## src/rtl/mcycle_ctrl_pkg.sv

```systemverilog
// mcycle_ctrl_pkg: state codes, opcode classes, alu_src_b codes and control-word bit offsets
package mcycle_ctrl_pkg;
  typedef enum logic [2:0] {FETCH = 3'd0, DECODE = 3'd1, EXEC = 3'd2, MEM = 3'd3, WB = 3'd4} state_t;
  localparam logic [1:0] CLS_BR = 2'b00;
  localparam logic [1:0] CLS_ALU = 2'b01;
  localparam logic [1:0] CLS_LS = 2'b10;
  localparam logic [1:0] CLS_IMM = 2'b11;
  localparam logic [1:0] SRCB_REG = 2'b00;
  localparam logic [1:0] SRCB_FOUR = 2'b01;
  localparam logic [1:0] SRCB_IMM = 2'b10;
  // offsets above the alu_op field
  localparam int B_PC = 9;
  localparam int B_IR = 8;
  localparam int B_MR = 7;
  localparam int B_MW = 6;
  localparam int B_RW = 5;
  localparam int B_SA = 4;
  localparam int B_SB = 2;
  localparam int B_M2R = 1;
  localparam int B_BR = 0;
endpackage

```

## src/rtl/mcycle_mem_wait.sv

```systemverilog
// mcycle_mem_wait: per-access wait counter; expired when MEM_TIMEOUT waits elapsed and still not ready
module mcycle_mem_wait #(
  parameter int MEM_TIMEOUT = 15
) (
  input  logic clk,
  input  logic reset,
  input  logic clear,
  input  logic ready,
  output logic expired
);
  logic [7:0] cnt;
  always_ff @(posedge clk)
    if (reset || clear) cnt <= '0;
    else if (!ready) cnt <= cnt + 8'd1;
  assign expired = !ready && cnt == 8'(MEM_TIMEOUT);
endmodule

```

## src/rtl/mcycle_controller.sv

```systemverilog
// mcycle_controller: multi-cycle CPU control FSM with registered control word.
// Define CTRL_PERF_EN to build the retired-instruction counter.
module mcycle_controller
  import mcycle_ctrl_pkg::*;
#(
  parameter int OP_W = 6,
  parameter int MEM_TIMEOUT = 15,
  localparam int AF_W = OP_W - 2,
  localparam int CTRL_W = 10 + AF_W
) (
  input  logic              clk,
  input  logic              reset,
  input  logic [OP_W-1:0]   opcode,
  input  logic              mem_ready,
  output logic [CTRL_W-1:0] ctrl_out,
  output logic [2:0]        state_out,
  output logic              instr_done,
  output logic              mem_fault,
  output logic [31:0]       perf_count
);
  state_t state, next;
  logic [OP_W-1:0] op_q;
  logic [CTRL_W-1:0] ctrl_d;
  logic done_d, fault_d, expired, clear;
  logic [1:0] cls;
  assign cls = op_q[OP_W-1 -: 2];
  assign clear = next != state || expired;
  mcycle_mem_wait #(.MEM_TIMEOUT(MEM_TIMEOUT)) u_wait (
    .clk(clk), .reset(reset), .clear(clear), .ready(mem_ready), .expired(expired)
  );
  always_comb begin
    next = FETCH;
    ctrl_d = '0;
    done_d = 1'b0;
    fault_d = 1'b0;
    case (state)
      FETCH: begin
        ctrl_d[AF_W+B_MR] = !expired;
        fault_d = expired;
        if (mem_ready) begin
          ctrl_d[AF_W+B_PC] = 1'b1;
          ctrl_d[AF_W+B_IR] = 1'b1;
          ctrl_d[AF_W+B_SB +: 2] = SRCB_FOUR;
          next = DECODE;
        end
      end
      DECODE: next = EXEC;
      EXEC: begin
        ctrl_d[AF_W+B_SA] = 1'b1;
        ctrl_d[AF_W+B_SB +: 2] = (cls == CLS_LS || cls == CLS_IMM) ? SRCB_IMM : SRCB_REG;
        ctrl_d[AF_W+B_BR] = cls == CLS_BR;
        ctrl_d[AF_W-1:0] = cls == CLS_LS ? '0 : op_q[AF_W-1:0];
        done_d = cls == CLS_BR;
        if (cls == CLS_LS) next = MEM;
        else if (cls != CLS_BR) next = WB;
      end
      MEM: begin
        ctrl_d[AF_W+B_MR] = !op_q[0] && !expired;
        ctrl_d[AF_W+B_MW] = op_q[0] && !expired;
        fault_d = expired;
        done_d = op_q[0] && mem_ready;
        if (mem_ready) next = op_q[0] ? FETCH : WB;
        else if (!expired) next = MEM;
      end
      WB: begin
        ctrl_d[AF_W+B_RW] = 1'b1;
        ctrl_d[AF_W+B_M2R] = cls == CLS_LS;
        ctrl_d[AF_W-1:0] = cls == CLS_LS ? '0 : op_q[AF_W-1:0];
        done_d = 1'b1;
      end
      default: next = FETCH;
    endcase
  end
  always_ff @(posedge clk)
    if (reset) begin
      state <= FETCH;
      op_q <= '0;
      ctrl_out <= '0;
      instr_done <= 1'b0;
      mem_fault <= 1'b0;
    end else begin
      state <= next;
      ctrl_out <= ctrl_d;
      instr_done <= done_d;
      mem_fault <= fault_d;
      if (state == DECODE) op_q <= opcode;
    end
  assign state_out = state;
`ifdef CTRL_PERF_EN
  logic [31:0] perf_q;
  always_ff @(posedge clk)
    if (reset) perf_q <= '0;
    else if (done_d) perf_q <= perf_q + 32'd1;
  assign perf_count = perf_q;
`else
  assign perf_count = '0;
`endif
endmodule

```

## config.mk

```make
export PLATFORM = sky130hd
export DESIGN_NAME = mcycle_controller
export DESIGN_NICKNAME = d
export VERILOG_FILES = /design/src/rtl/mcycle_ctrl_pkg.sv /design/src/rtl/mcycle_mem_wait.sv /design/src/rtl/mcycle_controller.sv
export SDC_FILE = /design/constraint.sdc
export NUM_CORES = 1
export LEC_CHECK = 0
export CORE_AREA = 2 2 71 56
export CTS_BUF_LIST = sky130_fd_sc_hd__clkbuf_2
export DETAILED_ROUTE_END_ITERATION = 12
export DIE_AREA = 0 0 73 58
export GPL_TIMING_DRIVEN = 0
export PLACE_DENSITY_LB_ADDON = 0.2
export SYNTH_ARGS = -nofsm -noshare
export SYNTH_HDL_FRONTEND = slang
export SYNTH_SLANG_ARGS = --single-unit
```

## constraint.sdc

```tcl
create_clock -name clk -period 2.1 [get_ports clk]
set_clock_uncertainty 0.1 [all_clocks]
set_input_delay 0.525 -clock clk [delete_from_list [all_inputs] [get_ports clk]]
set_output_delay 0.525 -clock clk [all_outputs]
set_load 0.05 [all_outputs]
```

* Word level (Yosys, flattened, before mapping)
Index checks and enable logic that the tools add are counted.
** Operators by class
- Add/subtract/negate cells :: 1
- Equal/unequal tests :: 8
- Mux-type cells :: 15
- Bitwise operators :: 6
- Reduce and logical (&&, ||, !) cells :: 21
** Operator list (number)
- OR reduction 2 bit :: 7
- two-way mux 3 bit :: 4
- one-hot mux 3 bit (4 select lines) :: 1
- adder 8 x 1 -> 8 bit (second input constant) :: 1
- == test 8 x 4 -> 1 bit (second input constant) :: 1
- == test 3 x 2 -> 1 bit (second input constant) :: 2
- two-way mux 2 bit :: 3
- inverter 1 bit :: 6
- == test 2 bit (second input constant) :: 2
- logical AND 1 bit :: 4
- two-way mux 1 bit :: 4
- one-hot mux 2 bit (2 select lines) :: 1
- == test 3 x 1 -> 1 bit (second input constant) :: 1
- == test 3 bit (second input constant) :: 1
- zero test 1 bit :: 3
- zero test 3 bit :: 1
- logical OR 1 bit :: 3
- inequality test 3 bit :: 1
- one-hot mux 1 bit (3 select lines) :: 1
- OR reduction 3 bit :: 1
- zero test 2 bit :: 1
- one-hot mux 1 bit (2 select lines) :: 1
- nonzero test 2 bit :: 1
** Storage, ports and cells
- Flip-flop bits (word level) :: 33
- Input bits :: 9
- Output and inout bits :: 51
- Logic and storage cells :: 62

* Depth between registers and ports, before layout
- Depth after elaboration :: 8
- Gate-level depth with buffers :: 5
- Mapped depth without buffers :: 5

* Cells and area by module
Synthesis repeated with hierarchy kept, for this count alone.
** Second synthesis, totals
- Cell total of the unflattened synthesis :: 156
- Area total of the unflattened synthesis :: 1473.9 µm²
** By module, submodules not included
- mcycle_controller :: times used 1, cells each 117, area each 1106.1 µm², sequential area each 480.5 µm²
- mcycle_mem_wait :: times used 1, cells each 39, area each 367.9 µm², sequential area each 160.2 µm²

* Worst setup path after synthesis
OpenSTA, ideal clock, no wires.
- Path kind :: register to register
- Start :: register state[0], in the netlist state_out[0]
- End :: register op_q[0]
- Setup time :: 0.128 ns
- Data arrival time :: 1.529 ns
- Required time :: 1.872 ns
- Slack :: 0.344 ns
- Stages on the path, launching flop included :: 6
- Buffers on the path :: 1
- Period minus slack after synthesis :: 1.756 ns
- Cells stage by stage :: dfxtp_1 > buf_2 > nand2b_1 > nor2_4 > mux2i_1 > nor2_1
** Between the ends
- Cells in the longest elaborated chain, start to end :: 1
** RTL lines
- from (decl) :: line mcycle_controller.sv:21 : state_t state, next;
- from (signal assigned) :: line mcycle_controller.sv:82 : state <= next;
- == test 3 x 1 -> 1 bit :: line mcycle_controller.sv:86 : if (state == DECODE) op_q <= opcode;
- to (signal assigned) :: line mcycle_controller.sv:86
- to (decl) :: line mcycle_controller.sv:22 : logic [OP_W-1:0] op_q;
Every way passes these cells.
A chain may end at the register's enable or synchronous reset.

==> impl_metrics.sql <==
INSERT INTO impl_metrics (metric_group, metric, value, unit) VALUES
('clock_network', 'cts_tree', 'built', ''),
('placement', 'finalWeightedCongestion', '0.730', ''),
('synth', 'synth_enable_flop_cells', '0', ''),
('floorplan', 'die_y', '58', 'µm'),
('pwr', 'total_power', '1.36', 'mW'),
('synth', 'mean_syn_cell_area', '9.75', 'µm²'),
('timing', 'unrepaired_setup_endpoints_after_global_routing', 'false', ''),
('timing', 'holdWs', '0.341', 'ns'),
('clock_network', 'cts_htree_levels', '2', ''),
('setup_path', 'r2r.worst_path.cells', '5', ''),
('cells_and_area', 'nets', '228', ''),
('placement', 'placement.setup.worst_slack', '0.0217', 'ns'),
('floorplan', 'die_area', '4230', 'µm²'),
('synth', 'yosys_register_bits', '32', ''),
('floorplan', 'ios', '60', ''),
('setup_path', 'timing.critical_path.to_type', 'output pin', ''),
('timing', 'report.final.setup_viol', '0', ''),
('routing', 'postRouteAntennaNets', '0', ''),
('global_routing', 'grt.busiest_layer', 'met2', ''),
('floorplan', 'std_cell_rows', '19', ''),
('routing', 'route.final.wire_length', '2700', 'µm'),
('clock_network', 'tritoncts_num_sinks', '32', ''),
('clock_network', 'clock_latency', '0.37', 'ns'),
('synth', 'ys_dominant_reg_cell', 'dfxtp_1', ''),
('routing', 'dr_total_vias', '1108', ''),
('worst_hold_path', 'holdPathStages', '2', ''),
('timing', 'post-route-worst-setup-slack', '0.112', 'ns'),
('cells_and_area', 'layout.cells.most_common_list', 'buf_4, conb_1, dfxtp_1', ''),
('setup_path', 'critical_path_peak_fanout', '2', ''),
('clock_network', 'clk_pin_slew_worst_paths', '0.17', 'ns'),
('timing', 'final-hold-violation-count', '0', ''),
('global_routing', 'globalRouteOverflowTotal', '0', ''),
('timing', 'timing.max_slew.rel_slack', '62.4', '%'),
('run_status', 'run_status', 'finished clean', ''),
('global_routing', 'grtUsageMet1', '16.6', '%'),
('timing', 'fmax', '503', 'MHz'),
('worst_hold_path', 'kind_of_path_behind_the_tightest_hold_check', 'in -> reg', ''),
('floorplan', 'dieWidth', '73', 'µm'),
('placement', 'place_area', '1930', 'µm²'),
('timing', 'finalMaxSlewViolations', '0', ''),
('routing', 'remaining_drc_errors', '0', ''),
('clock_network', 'cts_buffer_count', '5', ''),
('synth', 'synth-warning-count', '0', ''),
('cells_and_area', 'antenna_cells', '0', ''),
('cells_and_area', 'share_of_final_layout_standard_cells_stronger_than_drive_strength_1', '23.3', '%'),
('global_routing', 'grt_max_degree', '11', ''),
('synth', 'postSynthCellCount', '154', ''),
('global_routing', 'grt_first_pass_wirelength', '4420', 'µm'),
('setup_path', 'worst-endpoint-arrival', '1.36', 'ns'),
('synth', 'synthesis.area', '1500', 'µm²'),
('routing', 'via_per_inst', '4.25', ''),
('cells_and_area', 'area.growth.synth_to_final', '31.3', '%'),
('synth', 'synth.yosys.seq_area_share', '42.7', '%'),
('placement', 'portBuffers', '26', ''),
('clock_network', 'clk_root_buffer_cell', 'clkbuf_2', ''),
('setup_path', 'crit_required', '1.47', 'ns'),
('synth', 'async_flop_share', '0', '%'),
('synth', 'ys_types', '35', ''),
('routing', 'avgRoutedWirePerCell', '10.4', 'µm'),
('pwr', 'leakage', '1.01', 'nW'),
('global_routing', 'groute.layer.met2.usage', '21.6', '%'),
('cells_and_area', 'fin_area', '1970', 'µm²'),
('routing', 'detail_route.iter0.violations', '40', ''),
('clock_network', 'cts_hold_repair.buffers', '0', ''),
('synth', 'synthDominantAreaCellType', 'dfxtp_1', ''),
('timing', 'tns', '0', 'ns'),
('floorplan', 'core-area', '3540', 'µm²'),
('placement', 'detailedPlacementHpwl', '2130', 'µm'),
('setup_path', 'worstSetupStartpointType', 'flip-flop', ''),
('timing', 'timing_worst_slew_pin_value', '0.555', 'ns'),
('setup_path', 'timing.setup.critical_path_class', 'reg -> out', '');
## critical path: stages, from the launching register on
cell	delay, ns
dfxtp_1	0.37
buf_4	0.10
dlygate4sd2_1	0.52
## worst paths after layout
check                      from             to  slack [ns]
hold reg to reg         op_q[3]    ctrl_out[3]        0.39
hold / removal        mem_ready     instr_done        0.34
setup / recovery   ctrl_out[12]   ctrl_out[13]        0.11
setup reg to reg  u_wait.cnt[0]  u_wait.cnt[4]        0.50
## cell usage after synthesis, drive strengths merged (2+ instances only)
cell / number
nand2: 5
and3b: 2
buf: 37
a21oi: 2
xor2: 5
nor3: 3
nor2b: 6
mux2i: 7
and2: 7
and3: 2
nor2: 20
dfxtp: 32
and4b: 2
nor4: 2
nand4: 2
inv: 2
xnor2: 3
## state kept, by name, summed over array words and instances, names as in the netlist
signal,count
mem_fault,1
state_out,3
op_q,6
instr_done,1
u_wait.cnt,8
ctrl_out,13
## layer usage
metal | vias to the layer above | wire (µm)
met3 | 5 | 161
met5 | - | 0
met2 | 30 | 1300
li1 | 571 | -
met4 | 0 | 38
met1 | 502 | 1200
## power breakdown
group / switching (mW) / leakage (nW) / internal (mW)
logic: 0.218 / 0.708 / 0.0924
registers: 0.00986 / 0.260 / 0.624
clock network: 0.208 / 0.0430 / 0.205
## metrics by stage
step                utilization [%]  instances
finish                         55.7        261
global route                   55.7        261
CTS                            55.7        261
detailed placement             54.5        253
global placement               54.5        253
floorplan                         -        185
## repair_timing
item | 4_1_cts | 5_1_grt
endpoints found under the setup margin | 19 | 0
gates resized for setup | 19 | 0
setup buffers | 0 | 0
## cell families after synthesis
| logic type | synth area share (%) |
|---|---|
| simple gates | 22.1 |
| buf+inv | 18.7 |
| flops | 42.7 |
| compound gates | 6.08 |
| xor+xnor | 4.67 |
| mux | 4.67 |
| fa+ha+maj | 0.833 |
| other cells | 0.250 |
## area by class of cell
cell class                      count  area, µm²
Fill cell                         329       1570
Multi-Input combinational cell    113        696
Sequential cell                    32        641
Buffer                             38        274
Timing Repair Buffer               26        236
Tap cell                           42       52.6
Clock inverter                      2       35.0
Clock buffer                        6       30.0
Inverter                            2       7.51
Note: power is estimated with default switching activity, not from simulation.
